## config.mk

```make
export PLATFORM = sky130hd
export DESIGN_NAME = expr_check_sequencer
export DESIGN_NICKNAME = d
export VERILOG_FILES = /design/src/rtl/expr_chk_pkg.sv /design/src/rtl/expr_chk_lfsr.sv /design/src/rtl/expr_check_sequencer.sv
export SDC_FILE = /design/constraint.sdc
export NUM_CORES = 1
export LEC_CHECK = 0
export ABC_AREA = 1
export CORE_AREA = 2 2 206 208
export DETAILED_ROUTE_END_ITERATION = 12
export DIE_AREA = 0 0 208 210
export PLACE_DENSITY = 0.7
export SETUP_SLACK_MARGIN = 0.5
export SLEW_MARGIN = 20
export SYNTH_ARGS = -nofsm -noshare
export SYNTH_HDL_FRONTEND = slang
export SYNTH_SLANG_ARGS = --single-unit
```

## constraint.sdc

```tcl
create_clock -name clk -period 25.4 [get_ports clk]
set_clock_uncertainty 0.15 [all_clocks]
set_input_delay 6.35 -clock clk [delete_from_list [all_inputs] [get_ports clk]]
set_output_delay 6.35 -clock clk [all_outputs]
set_load 0.05 [all_outputs]
```

## src/rtl/expr_chk_pkg.sv

```systemverilog
// -----------------------------------------------------------------------------
// expr_chk_pkg
// Shared definitions for the expression-check sequencer:
//   - sequencer state encoding
//   - operand field layout of the packed stimulus bus
//     {a0,a1,a2,a3,a4,a5,b0,b1,b2,b3,b4,b5}, a0 in the MSBs
//   - 64-bit Fibonacci LFSR tap mask (taps 64,63,61,60) and default seed
//   - lfsr_step(): one LFSR shift
// -----------------------------------------------------------------------------
package expr_chk_pkg;

    typedef enum logic [2:0] {
        ST_IDLE   = 3'd0,
        ST_LOAD   = 3'd1,
        ST_SETTLE = 3'd2,
        ST_CMP    = 3'd3,
        ST_FIN    = 3'd4
    } state_e;

    // Operand field widths (same layout on the a and b side)
    localparam int A0_W = 4;
    localparam int A1_W = 5;
    localparam int A2_W = 6;
    localparam int A3_W = 4;
    localparam int A4_W = 5;
    localparam int A5_W = 6;
    localparam int SIDE_W = A0_W + A1_W + A2_W + A3_W + A4_W + A5_W;

    // Field LSB offsets inside the 60-bit stimulus bus
    localparam int B5_OFF = 0;
    localparam int B4_OFF = B5_OFF + A5_W;
    localparam int B3_OFF = B4_OFF + A4_W;
    localparam int B2_OFF = B3_OFF + A3_W;
    localparam int B1_OFF = B2_OFF + A2_W;
    localparam int B0_OFF = B1_OFF + A1_W;
    localparam int A5_OFF = B0_OFF + A0_W;
    localparam int A4_OFF = A5_OFF + A5_W;
    localparam int A3_OFF = A4_OFF + A4_W;
    localparam int A2_OFF = A3_OFF + A3_W;
    localparam int A1_OFF = A2_OFF + A2_W;
    localparam int A0_OFF = A1_OFF + A1_W;

    localparam int LFSR_W = 64;

    // Taps 64,63,61,60 (1-based) -> bits 63,62,60,59
    localparam logic [LFSR_W-1:0] LFSR_TAPS         = 64'hD800_0000_0000_0000;
    localparam logic [LFSR_W-1:0] LFSR_DEFAULT_SEED = 64'h0000_0000_0000_0001;

    // Shift left, feedback is the XOR of the tapped bits
    function automatic logic [LFSR_W-1:0] lfsr_step(input logic [LFSR_W-1:0] s);
        return {s[LFSR_W-2:0], ^(s & LFSR_TAPS)};
    endfunction

endpackage

```

## src/rtl/expr_chk_lfsr.sv

```systemverilog
// -----------------------------------------------------------------------------
// expr_chk_lfsr
// 64-bit Fibonacci LFSR with synchronous load and step.
// A zero seed would lock the register, so it is replaced by the default seed.
// Ports:
//   clk, rst   clock, asynchronous active-high reset (state -> 64'h1)
//   load_i     load seed_i (zero replaced)
//   step_i     advance one step (load has priority)
//   seed_i     64-bit seed
//   next_o     low OUT_W bits of the value the register takes on the next step
// -----------------------------------------------------------------------------
module expr_chk_lfsr
    import expr_chk_pkg::*;
#(
    parameter int OUT_W = 60
) (
    input  logic              clk,
    input  logic              rst,
    input  logic              load_i,
    input  logic              step_i,
    input  logic [LFSR_W-1:0] seed_i,
    output logic [OUT_W-1:0]  next_o
);

    logic [LFSR_W-1:0] state_q;
    logic [LFSR_W-1:0] state_d;
    logic [LFSR_W-1:0] next_s;

    // Next LFSR value and register update selection
    always_comb begin
        next_s  = lfsr_step(state_q);
        state_d = state_q;
        if (load_i) begin
            if (seed_i == '0) begin
                state_d = LFSR_DEFAULT_SEED;
            end else begin
                state_d = seed_i;
            end
        end else if (step_i) begin
            state_d = next_s;
        end else begin
            state_d = state_q;
        end
    end

    assign next_o = next_s[OUT_W-1:0];

    // LFSR state register
    always_ff @(posedge clk or posedge rst) begin
        if (rst) begin
            state_q <= LFSR_DEFAULT_SEED;
        end else begin
            state_q <= state_d;
        end
    end

endmodule

```

## src/rtl/expr_check_sequencer.sv

```systemverilog
// -----------------------------------------------------------------------------
// expr_check_sequencer
// Drives pseudo-random operand vectors to a golden and a candidate expression
// block, waits SETTLE cycles, compares the two results and accumulates
// pass/fail statistics for the regression host.
// Ports:
//   clk, rst            clock, asynchronous active-high reset
//   start               run request (IDLE only); num_vec/seed/stop_on_fail
//                       are sampled with it
//   abort               end the current run (ignored in IDLE, beats start)
//   stim                operand bus to both expression instances
//   y_ref, y_dut        golden / candidate results
//   busy, done, aborted run status (done is a one-cycle pulse)
//   vec_cnt, err_cnt    vectors compared / mismatches (saturating)
//   first_fail_*        index, stimulus and XOR diff of first mismatch
//   fail_seen           at least one mismatch this run
// All outputs are registered; results hold until the next accepted start.
// -----------------------------------------------------------------------------
module expr_check_sequencer
    import expr_chk_pkg::*;
#(
    parameter int STIM_W = 60,
    parameter int Y_W    = 90,
    parameter int SETTLE = 2,
    parameter int CNT_W  = 16
) (
    input  logic              clk,
    input  logic              rst,
    input  logic              start,
    input  logic [CNT_W-1:0]  num_vec,
    input  logic [LFSR_W-1:0] seed,
    input  logic              stop_on_fail,
    input  logic              abort,
    output logic [STIM_W-1:0] stim,
    input  logic [Y_W-1:0]    y_ref,
    input  logic [Y_W-1:0]    y_dut,
    output logic              busy,
    output logic              done,
    output logic              aborted,
    output logic [CNT_W-1:0]  vec_cnt,
    output logic [CNT_W-1:0]  err_cnt,
    output logic [CNT_W-1:0]  first_fail_idx,
    output logic [STIM_W-1:0] first_fail_stim,
    output logic [Y_W-1:0]    first_fail_diff,
    output logic              fail_seen
);

    localparam int              SET_W      = (SETTLE > 1) ? $clog2(SETTLE) : 1;
    localparam logic [SET_W-1:0] SET_LAST  = SET_W'((SETTLE > 0) ? (SETTLE - 1) : 0);
    localparam bit              HAS_SETTLE = (SETTLE > 0);

    state_e            state_q,   state_d;
    logic [SET_W-1:0]  settle_q,  settle_d;
    logic [CNT_W-1:0]  num_vec_q, num_vec_d;
    logic              stop_q,    stop_d;
    logic [STIM_W-1:0] stim_q,    stim_d;
    logic              busy_q,    busy_d;
    logic              done_q,    done_d;
    logic              aborted_q, aborted_d;
    logic [CNT_W-1:0]  vec_q,     vec_d;
    logic [CNT_W-1:0]  err_q,     err_d;
    logic [CNT_W-1:0]  fidx_q,    fidx_d;
    logic [STIM_W-1:0] fstim_q,   fstim_d;
    logic [Y_W-1:0]    fdiff_q,   fdiff_d;
    logic              fseen_q,   fseen_d;

    logic              lfsr_load_s;
    logic              lfsr_step_s;
    logic [STIM_W-1:0] lfsr_next_s;
    logic              mismatch_s;
    logic [Y_W-1:0]    diff_s;

    expr_chk_lfsr #(
        .OUT_W (STIM_W)
    ) u_lfsr (
        .clk    (clk),
        .rst    (rst),
        .load_i (lfsr_load_s),
        .step_i (lfsr_step_s),
        .seed_i (seed),
        .next_o (lfsr_next_s)
    );

    // Result comparison between golden and candidate
    always_comb begin
        diff_s     = y_ref ^ y_dut;
        mismatch_s = (diff_s != '0);
    end

    // Next-state and datapath update
    always_comb begin
        state_d     = state_q;
        settle_d    = settle_q;
        num_vec_d   = num_vec_q;
        stop_d      = stop_q;
        stim_d      = stim_q;
        busy_d      = busy_q;
        done_d      = 1'b0;
        aborted_d   = aborted_q;
        vec_d       = vec_q;
        err_d       = err_q;
        fidx_d      = fidx_q;
        fstim_d     = fstim_q;
        fdiff_d     = fdiff_q;
        fseen_d     = fseen_q;
        lfsr_load_s = 1'b0;
        lfsr_step_s = 1'b0;

        case (state_q)
            ST_IDLE: begin
                if (start) begin
                    num_vec_d   = num_vec;
                    stop_d      = stop_on_fail;
                    lfsr_load_s = 1'b1;
                    busy_d      = 1'b1;
                    aborted_d   = 1'b0;
                    vec_d       = '0;
                    err_d       = '0;
                    fidx_d      = '0;
                    fstim_d     = '0;
                    fdiff_d     = '0;
                    fseen_d     = 1'b0;
                    if (num_vec == '0) begin
                        state_d = ST_FIN;
                    end else begin
                        state_d = ST_LOAD;
                    end
                end else begin
                    state_d = ST_IDLE;
                end
            end

            ST_LOAD: begin
                lfsr_step_s = 1'b1;
                stim_d      = lfsr_next_s;
                settle_d    = '0;
                if (HAS_SETTLE) begin
                    state_d = ST_SETTLE;
                end else begin
                    state_d = ST_CMP;
                end
            end

            ST_SETTLE: begin
                if (settle_q == SET_LAST) begin
                    state_d = ST_CMP;
                end else begin
                    settle_d = settle_q + SET_W'(1);
                end
            end

            ST_CMP: begin
                vec_d = vec_q + CNT_W'(1);
                if (mismatch_s) begin
                    if (err_q != '1) begin
                        err_d = err_q + CNT_W'(1);
                    end else begin
                        err_d = err_q;
                    end
                    // Only the first mismatch of a run is captured
                    if (!fseen_q) begin
                        fidx_d  = vec_q;
                        fstim_d = stim_q;
                        fdiff_d = diff_s;
                        fseen_d = 1'b1;
                    end else begin
                        fseen_d = fseen_q;
                    end
                end else begin
                    err_d = err_q;
                end
                if ((vec_d == num_vec_q) || (mismatch_s && stop_q)) begin
                    state_d = ST_FIN;
                end else begin
                    state_d = ST_LOAD;
                end
            end

            ST_FIN: begin
                done_d  = 1'b1;
                busy_d  = 1'b0;
                state_d = ST_IDLE;
            end

            default: begin
                state_d = ST_IDLE;
                busy_d  = 1'b0;
            end
        endcase

        // Abort overrides whatever the active state decided, including any
        // compare result in the same cycle; FIN already ends the run.
        if (abort && (state_q != ST_IDLE) && (state_q != ST_FIN)) begin
            state_d     = ST_FIN;
            aborted_d   = 1'b1;
            stim_d      = stim_q;
            vec_d       = vec_q;
            err_d       = err_q;
            fidx_d      = fidx_q;
            fstim_d     = fstim_q;
            fdiff_d     = fdiff_q;
            fseen_d     = fseen_q;
            lfsr_step_s = 1'b0;
        end else begin
            aborted_d = aborted_d;
        end
    end

    // State, counter and capture registers
    always_ff @(posedge clk or posedge rst) begin
        if (rst) begin
            state_q   <= ST_IDLE;
            settle_q  <= '0;
            num_vec_q <= '0;
            stop_q    <= 1'b0;
            stim_q    <= '0;
            busy_q    <= 1'b0;
            done_q    <= 1'b0;
            aborted_q <= 1'b0;
            vec_q     <= '0;
            err_q     <= '0;
            fidx_q    <= '0;
            fstim_q   <= '0;
            fdiff_q   <= '0;
            fseen_q   <= 1'b0;
        end else begin
            state_q   <= state_d;
            settle_q  <= settle_d;
            num_vec_q <= num_vec_d;
            stop_q    <= stop_d;
            stim_q    <= stim_d;
            busy_q    <= busy_d;
            done_q    <= done_d;
            aborted_q <= aborted_d;
            vec_q     <= vec_d;
            err_q     <= err_d;
            fidx_q    <= fidx_d;
            fstim_q   <= fstim_d;
            fdiff_q   <= fdiff_d;
            fseen_q   <= fseen_d;
        end
    end

    assign stim            = stim_q;
    assign busy            = busy_q;
    assign done            = done_q;
    assign aborted         = aborted_q;
    assign vec_cnt         = vec_q;
    assign err_cnt         = err_q;
    assign first_fail_idx  = fidx_q;
    assign first_fail_stim = fstim_q;
    assign first_fail_diff = fdiff_q;
    assign fail_seen       = fseen_q;

endmodule

```

==> results of run 1 <==
-- synth_stat cells (2+ instances only) --
library cell | n | area share, %
nor2_2 | 5 | 0.19
inv_1 | 63 | 1.5
o21ai_2 | 18 | 0.97
o21ai_0 | 40 | 1.2
xnor2_1 | 25 | 1.3
nand3_1 | 175 | 5.4
nor2_1 | 126 | 2.9
a21oi_1 | 3 | 0.092
buf_2 | 12 | 0.37
dfrtp_1 | 346 | 53
o211ai_1 | 2 | 0.092
inv_2 | 6 | 0.14
buf_4 | 22 | 1.0
nor4_1 | 19 | 0.73
o22ai_1 | 5 | 0.19
xor2_1 | 69 | 3.7
buf_6 | 8 | 0.55
ha_1 | 2 | 0.15
o21ai_1 | 154 | 4.7
nand4_1 | 19 | 0.73
or2_2 | 32 | 1.2
nand2_1 | 732 | 17
clkbuf_1 | 42 | 0.97
nor3_1 | 11 | 0.34
buf_1 | 13 | 0.30
-- area by class of cell --
type / instances / area, um2 / share of cell area, %
Antenna cell: 11 / 27.5 / 0.119
Inverter: 69 / 268 / 1.16
Clock inverter: 16 / 250 / 1.08
Multi-Input combinational cell: 1446 / 6760 / 29.3
Tap cell: 539 / 674 / 2.92
Timing Repair Buffer: 538 / 5370 / 23.2
Clock buffer: 53 / 1080 / 4.67
Sequential cell: 347 / 8680 / 37.6
-- cell families after synthesis --
group	share of synthesized area (%)
simple gates	28.9
flops	53.5
compound gates	7.51
buf+inv	4.90
xor+xnor	5.07
fa+ha+maj	0.154
-- stage by stage --
| step | std cells | setup WS, ns | util [%] |
|---|---|---|---|
| 3_3_place_gp | 2939 | 15.77 | 52.5 |
| 6_report | 3019 | 16.25 | 55.7 |
| 5_1_grt | 3015 | 15.97 | 55.7 |
| 2_1_floorplan | 1960 | 9.28 | - |
| 4_1_cts | 3008 | 16.27 | 55.7 |
| 3_5_place_dp | 2939 | 15.69 | 52.5 |
-- state kept, by name, summed over array words and instances, names as in the netlist --
name             cells
aborted              1
busy                 1
done                 1
err_cnt             16
fail_seen            1
first_fail_diff     90
first_fail_idx      16
first_fail_stim     60
num_vec_q           16
settle_q             1
state_q              3
stim                60
stop_q               1
u_lfsr.state_q      64
vec_cnt             16
-- metal layers --
layer | wire length (um) | GRT usage, %
met2 | 28200 | 43.4
met3 | 3680 | 5.11
met4 | 1920 | 9.95
met1 | 22900 | 32.0
met5 | 0 | 0
-- tightest hold or removal path, delay by kind of cell, from the launching register on --
kind	cells	cell delay, ns
DFF	1	0.34
and+or+nand+nor	2	0.09
-- power groups by stage --
stage / registers (W) / clock network, W / logic, W
6_report: 0.000806 / 0.000585 / 0.000938
3_5_place_dp: 0.000813 / 0 / 0.000940
4_1_cts: 0.000807 / 0.000598 / 0.000944
3_3_place_gp: 0.000808 / 0 / 0.000929
2_1_floorplan: 0.00105 / 0 / 0.000403
5_1_grt: 0.000824 / 0.000617 / 0.00101
-- final timing paths --
path                                                         to  cells after the start  slack, ns                    from
worst max-delay path            first_fail_stim[26]$_DFFE_PP0P_                     14      16.25               y_ref[58]
worst min-delay path                         stop_q$_DFFE_PP0P_                      2       0.32      stop_q$_DFFE_PP0P_
worst max register to register  first_fail_stim[26]$_DFFE_PP0P_                      9      21.97  state_q[2]$_DFFE_PP0P_
worst min register to register               stop_q$_DFFE_PP0P_                      2       0.32      stop_q$_DFFE_PP0P_
max in group asynchronous       first_fail_stim[28]$_DFFE_PP0P_                      4      16.53                     rst
min in group asynchronous       first_fail_diff[32]$_DFFE_PP0P_                      2       6.26                     rst
==> flow_summary.toml, run 1 <==
[synthesis]
netlist_area_before_placement_mm2 = 0.0162
ys_seq_elements = 347
syn_inst = 1960
asyncSetResetFlopFracSynth_pct = 100
yosys_warns = 0
syn_nets = 2227
most_instantiated_flip_flop_cell_in_the_synthesis_netlist = "dfrtp_1"
synthDistinctLibCells = 36
ys_seq_area_share_pct = 53.5
synthesis.area_per_instance_um2 = 8.28
synth_edf_count = 0

[clock_tree]
numClockSinks = 347
ctsResizeCount = 0
ctsHoldBuffers = 0
path_clk_slew_ns = 0.06
ctsHtreeMaxLevel = 2
post_cts_buffers = 0
cts_tree = "yes"
numCtsBuffers = 40
clock_tree.buffer_depth = 3
ctsRootBufferMaster = "clkbuf_16"
worstSkewPairLatency_ns = 0.58

[sta]
fin_hold_ws_ns = 0.322
setup_repair_after_global_routing_missed_its_margin = "no"
clock_period_minus_final_worst_setup_slack_ns = 9.15
slew_viol_final = 0
slew_at_the_pin_with_the_worst_max_slew_slack_ns = 1.04
final.setup.tns_ns = 0
fmax_mhz = 109
final-hold-violation-count = 0
worst_slew_margin_rel_pct = 30.4
period_share_pct = 36.0
setup_viol = 0

[worst_setup_path]
critPathSlowestCell = "buf_4"
crit_path_start_kind = "primary input"
critPathMaxStageDelay_ns = 0.81
cpLargestDelayFamily = "simple AND/OR/NAND/NOR gates"
critPathBufInv = 3
critical_path_peak_fanout = 92
timing.setup.critical_path_class = "in2reg"
worst_setup_path_end_kind = "flop"
cp.arrival_ns = 9.49
worstPathCellList = "clkdlybuf4s50_1 > nand2_1 > inv_1 > nor2_1 > nor2_1 > nand2_1 > nor2_1 > nand2_1 > nor2_1 > nand4_2 > nand3_4 > buf_4 > nand2_1 > o21ai_2"
critPathRequiredTime_ns = 25.74

[pwr]
clkPwrFrac_pct = 25.1
power.total_w = 0.00233
p_seq_share_pct = 34.6
switching_share_pct = 43.1
power.ir.vdd_worst_mv = 0.0712
internal_power_w = 0.00132
p_per_area_mw_per_mm2 = 101
p_comb_share_pct = 40.3
total_switching_power_w = 0.00100
cellLeakagePower_nw = 9.99

[die]
floorplan.initialDensity_pct = 39.1
die_area_mm2 = 0.0437
floorplan.die.height_um = 210
die_x_um = 208
io_pins = 527
placement_rows = 75
core_region_area_mm2 = 0.0415

[placement]
place.detailed.hpwl_um = 41700
buffer_ports.inserted = 526
finalWeightedCongestion = 0.957
placement.cell_area_mm2 = 0.0218

[detailed_routing]
final_ant_viol_nets = 0
post_drt_wl_per_cell_um = 18.8
routed-via-count = 15100
dr.first_iter.drc_count = 1152
wl_um = 56600
route.detailed.vias_per_inst = 5.00
drtPass1Iterations = 5
drc = 0

[cells_and_area]
nFillCells = 3738
synthToLayoutAreaGrowth_pct = 42.4
drive_above_1_share_pct = 5.67
final_cell_mix = "732 x nand2_1, 526 x clkdlybuf4s50_1, 346 x dfrtp_1, 175 x nand3_1, 154 x o21ai_1"
design_area_mm2 = 0.0231
nets = 2709
commonest_non_fill_non_tap_cell_in_the_layout = "nand2_1"

[global_routing]
largest_net_degree_at_the_start_of_global_routing = 200
grt_pass1_wl_um = 86700
globalRoute.totalOverflow = 0
track_usage_pct = 25.5
grt_antenna_before_repair = 9
number_of_global_route_vias_before_repair = 14800

[outcome]
run_status = "finished clean"

[min_path]
worstHoldPathType = "reg2reg"

[job]
timing.max_cap.violations = 0
Note: power is estimated with default switching activity, not from simulation.
==> inputs of run 2 (changes only) <==
--- a/config.mk
+++ b/config.mk
@@ -9,7 +9,7 @@
 export CORE_AREA = 2 2 206 208
 export DETAILED_ROUTE_END_ITERATION = 12
 export DIE_AREA = 0 0 208 210
-export PLACE_DENSITY = 0.7
+export PLACE_DENSITY = 0.73
 export SETUP_SLACK_MARGIN = 0.5
 export SLEW_MARGIN = 20
 export SYNTH_ARGS = -nofsm -noshare
==> constraint.sdc (replaced) <==
create_clock -name clk -period 8.3 [get_ports clk]
set_clock_uncertainty 0.15 [all_clocks]
set_input_delay 2.075 -clock clk [delete_from_list [all_inputs] [get_ports clk]]
set_output_delay 2.075 -clock clk [all_outputs]
set_load 0.05 [all_outputs]
==> flow_summary.toml, run 2 (synthesized netlist as in run 1, its figures left out) <==
[outcome]
run_status = "finished clean"

[global_routing]
number_of_global_route_vias_before_repair = 14800
track_usage_pct = 25.1
largest_net_degree_at_the_start_of_global_routing = 152
grt_antenna_before_repair = 12
grt_pass1_wl_um = 85900
globalRoute.totalOverflow = 0

[detailed_routing]
final_ant_viol_nets = 0
highest_layer = "met5"
wl_met3_um = 4090
wl_um = 56000
route.detailed.vias_per_inst = 5.02
drc = 0
dr.first_iter.drc_count = 1155
amount_of_wire_on_met2_after_detailed_routing_um = 27900
post_drt_wl_per_cell_um = 18.6
wl_met1_um = 22100
drtPass1Iterations = 5
routed-via-count = 15100

[clock_tree]
numClockSinks = 347
clock_tree.buffer_depth = 3
post_cts_buffers = 0
ctsHtreeMaxLevel = 2
ctsHoldBuffers = 0
path_clk_slew_ns = 0.06
cts_tree = "yes"
ctsRootBufferMaster = "clkbuf_16"
numCtsBuffers = 40
ctsResizeCount = 0
worstSkewPairLatency_ns = 0.56

[worst_setup_path]
critical_path_peak_fanout = 92
timing.setup.critical_path_class = "in2reg"
worst_setup_path_end_kind = "flop"
crit_path_start_kind = "primary input"
critPathRequiredTime_ns = 8.63
cp.arrival_ns = 5.49

[sta]
slew_viol_final = 0
slew_at_the_pin_with_the_worst_max_slew_slack_ns = 1.01
fin_hold_ws_ns = 0.318
final.setup.tns_ns = 0
final_critical_path_setup_slack_ns = 3.14
setup_repair_after_global_routing_missed_its_margin = "no"
worst_slew_margin_rel_pct = 32.4
fmax_mhz = 194
final-hold-violation-count = 0
clock_period_minus_final_worst_setup_slack_ns = 5.16
period_share_pct = 62.1
setup_viol = 0

[die]
core_region_area_mm2 = 0.0415
die_x_um = 208
floorplan.die.height_um = 210
floorplan.initialDensity_pct = 39.1
die_area_mm2 = 0.0437
placement_rows = 75
io_pins = 527

[cells_and_area]
synthToLayoutAreaGrowth_pct = 42.0
drive_above_1_share_pct = 5.67
final_cell_mix = "732 x nand2_1, 526 x clkdlybuf4s50_1, 346 x dfrtp_1, 175 x nand3_1, 154 x o21ai_1"
nets = 2710
final_core_utilization_pct = 55.6
commonest_non_fill_non_tap_cell_in_the_layout = "nand2_1"
flip_flop_count_of_the_largest_register_after_layout = 90

[placement]
place.detailed.hpwl_um = 41800
preCtsSetupSlack_ns = 2.52
finalWeightedCongestion = 0.924
buffer_ports.inserted = 526

[pwr]
cellLeakagePower_nw = 9.97
power.ir.vdd_worst_mv = 0.212
p_per_area_mw_per_mm2 = 305

[min_path]
worstHoldPathType = "reg2reg"

[job]
timing.max_cap.violations = 0
[run 2: worst paths after layout]
| check | startpoint | end | slack [ns] | cells past startpoint |
|---|---|---|---|---|
| max | y_dut[27] | first_fail_stim[32]$_DFFE_PP0P_ | 3.14 | 11 |
| min | stop_q$_DFFE_PP0P_ | stop_q$_DFFE_PP0P_ | 0.32 | 2 |
| max in group asynchronous | rst | first_fail_stim[5]$_DFFE_PP0P_ | 4.96 | 3 |
| min in group asynchronous | rst | first_fail_stim[59]$_DFFE_PP0P_ | 1.89 | 2 |
| max reg2reg | state_q[2]$_DFFE_PP0P_ | first_fail_stim[32]$_DFFE_PP0P_ | 3.91 | 9 |
| min reg2reg | stop_q$_DFFE_PP0P_ | stop_q$_DFFE_PP0P_ | 0.32 | 2 |
[run 2: critical path, cell delays in order]
cell	delay, ns
clkdlybuf4s50_1	0.41
xnor2_1	0.35
nand2_1	0.09
nor2_1	0.25
nand3_1	0.16
nor2_1	0.24
nand4_2	0.20
nand3_4	0.72
buf_4	0.65
nand2_1	0.19
o21ai_2	0.10
[run 2: per-layer routing]
layer	global-route usage [%]	vias up
met5	0	-
li1	-	7297
met4	10.1	4
met3	5.86	102
met1	30.7	7169
met2	43.0	571
[run 2: power breakdown]
group	total [W]	switching (W)	internal, W	leakage (nW)
registers	0.00247	0.000333	0.00213	4.62
logic	0.00287	0.00199	0.000877	4.74
clock network	0.00170	0.000737	0.000966	0.612
total	0.00704	0.00306	0.00398	9.97
[run 2: per-stage QoR]
stage	cell area [um2]	cells	total power, W
2_1_floorplan	16200	1960	0.00446
3_3_place_gp	21800	2940	0.00531
3_5_place_dp	21800	2940	0.00536
4_1_cts	23000	3006	0.00709
5_1_grt	23100	3015	0.00742
6_report	23100	3015	0.00704
[run 2: cell type report]
| cell class | count | area, um2 |
|---|---|---|
| Fill cell | 3750 | 18400 |
| Sequential cell | 347 | 8680 |
| Multi-Input combinational cell | 1446 | 6760 |
| Timing Repair Buffer | 539 | 5410 |
| Clock buffer | 55 | 1140 |
| Tap cell | 539 | 674 |
| Inverter | 69 | 264 |
| Clock inverter | 11 | 97.6 |
| Antenna cell | 9 | 22.5 |
==> inputs of run 3 (changes only) <==
==> constraint.sdc (replaced) <==
create_clock -name clk -period 4.65 [get_ports clk]
set_clock_uncertainty 0.15 [all_clocks]
set_input_delay 1.1625 -clock clk [delete_from_list [all_inputs] [get_ports clk]]
set_output_delay 1.1625 -clock clk [all_outputs]
set_load 0.05 [all_outputs]
==> flow_summary.toml, run 3 (synthesized netlist as in run 1, its figures left out) <==
[worst_setup_path]
crit-reg2reg-launch = "state_q[2]$_DFFE_PP0P_"
critical_path_peak_fanout = 82
critical_register_to_register_path_endpoint = "first_fail_idx[2]$_DFFE_PP0P_"
critPathMaxStageDelay_ns = 0.44
worstPathCellList = "clkdlybuf4s50_1 > xnor2_1 > nand2_1 > nor2_1 > nand3_1 > nor2_1 > nand4_2 > nand3_4 > buf_12 > nand2_1 > o21ai_1"
cp.arrival_ns = 3.81
crit_path_start_kind = "primary input"
critPathSlowestCell = "clkdlybuf4s50_1"
worst_setup_path_end_kind = "flop"
number_of_cells_traversed_by_the_worst_register_to_register_path = 9
regToRegSetupSlack_ns = 1.66
critPathRequiredTime_ns = 4.96
timing.setup.critical_path_class = "in2reg"

[cells_and_area]
commonest_non_fill_non_tap_cell_in_the_layout = "nand2_1"
flip_flop_count_of_the_largest_register_after_layout = 90
final_cell_mix = "732 x nand2_1, 526 x clkdlybuf4s50_1, 346 x dfrtp_1, 175 x nand3_1, 154 x o21ai_1"
synthToLayoutAreaGrowth_pct = 43.4
combined_area_of_the_multi_input_logic_cells_mm2 = 0.00676
layout.area.seq_mm2 = 0.00868
drive_above_1_share_pct = 6.36
nets = 2719
nFillCells = 3711
design_area_mm2 = 0.0233
final_core_utilization_pct = 56.1

[sta]
setup_repair_after_global_routing_missed_its_margin = "no"
fmax_mhz = 286
final-hold-violation-count = 0
worst_slew_margin_rel_pct = 31.9
final_critical_path_setup_slack_ns = 1.16
period_share_pct = 75.1
slew_viol_final = 0
setup_viol = 0
clock_period_minus_final_worst_setup_slack_ns = 3.49
slew_at_the_pin_with_the_worst_max_slew_slack_ns = 1.02

[clock_tree]
cts_tree = "yes"
ctsHtreeMaxLevel = 2
clock_tree.buffer_depth = 3
worstSkewPairLatency_ns = 0.55
ctsRootBufferMaster = "clkbuf_16"
numClockSinks = 347
path_clk_slew_ns = 0.06
numCtsBuffers = 41
post_cts_buffers = 0
ctsResizeCount = 0
ctsHoldBuffers = 0

[placement]
preCtsSetupSlack_ns = 0.530
buffer_ports.inserted = 526
finalWeightedCongestion = 0.904
place.detailed.hpwl_um = 42200
placement.cell_area_mm2 = 0.0219

[die]
io_pins = 527
placement_rows = 75
die_area_mm2 = 0.0437
floorplan.die.height_um = 210
core_region_area_mm2 = 0.0415
die_x_um = 208
floorplan.initialDensity_pct = 39.1

[global_routing]
grt_pass1_wl_um = 85900
largest_net_degree_at_the_start_of_global_routing = 143
number_of_global_route_vias_before_repair = 14900
globalRoute.totalOverflow = 0
grt_antenna_before_repair = 8
track_usage_pct = 25.2

[outcome]
run_status = "finished clean"

[job]
timing.max_cap.violations = 0

[pwr]
power.ir.vdd_worst_mv = 0.512
cellLeakagePower_nw = 10.1
p_per_area_mw_per_mm2 = 553
power.total_w = 0.0129

[detailed_routing]
final_ant_viol_nets = 0
drtPass1Iterations = 5
post_drt_wl_per_cell_um = 18.6
route.detailed.vias_per_inst = 5.08
dr.first_iter.drc_count = 1248
drc = 0
wl_um = 56300
routed-via-count = 15400

[min_path]
timing.hold.worst.start = "stop_q$_DFFE_PP0P_"
min_delay_worst_endpoint = "stop_q$_DFFE_PP0P_"
worstHoldPathType = "reg2reg"
min_delay_path_depth = 2
run 3: cell types whose count changed in the layout (fill, tap and decap cells not counted), sizes merged:
cell,before,now
clkinvlp,2,1
diode,9,5
clkinv,7,8
buf,13,21
inv,71,72
bufinv,0,2
clkbuf,55,60
run 3: worst max-delay path, delay by kind of cell:
family	cells	cell delay, ns
buf+inv	2	0.80
xor+xnor	1	0.33
compound gates	1	0.10
simple gates	7	1.35
run 3: routing by layer:
| metal | global-route usage [%] | part of all wire, % |
|---|---|---|
| met1 | 30.4 | 39 |
| met2 | 43.8 | 51 |
| met3 | 5.47 | 6.9 |
| met4 | 10.5 | 3.6 |
| met5 | 0 | 0 |
run 3: worst max-delay path by stage:
stage                                       to      start  depth (start not counted)
6_report         first_fail_idx[2]$_DFFE_PP0P_  y_dut[27]                         11
4_1_cts          first_fail_idx[2]$_DFFE_PP0P_  y_dut[27]                         11
3_5_place_dp     first_fail_idx[2]$_DFFE_PP0P_  y_dut[27]                         11
5_1_grt        first_fail_diff[16]$_DFFE_PP0P_  y_dut[27]                         11
3_3_place_gp     first_fail_idx[2]$_DFFE_PP0P_  y_dut[27]                         11
2_1_floorplan              aborted$_DFFE_PP0P_        rst                          1
run 3: per-stage QoR:
step | instances | hold slack (ns) | TNS, ns
after floorplan | 1960 | 0.292 | -451.96
after global placement | 2948 | 0.307 | 0
after detailed placement | 2948 | 0.308 | 0
after CTS | 3022 | 0.323 | 0
after global routing | 3027 | 0.348 | 0
final | 3027 | 0.322 | 0
run 3: area by class of cell:
class	count	area share [%]
Multi-Input combinational cell	1446	29.1
Clock buffer	60	5.27
Timing Repair Buffer	547	23.7
Inverter	69	1.13
Sequential cell	347	37.3
Tap cell	539	2.90
Antenna cell	5	0.0537
Clock inverter	14	0.623
run 3: where the power goes:
group	total (W)	switching, W	leakage, nW	internal [W]
Combinational	0.00525	0.00362	4.79	0.00164
Clock	0.00324	0.00129	0.686	0.00195
Sequential	0.00439	0.000580	4.62	0.00381
Total	0.0129	0.00548	10.1	0.00740
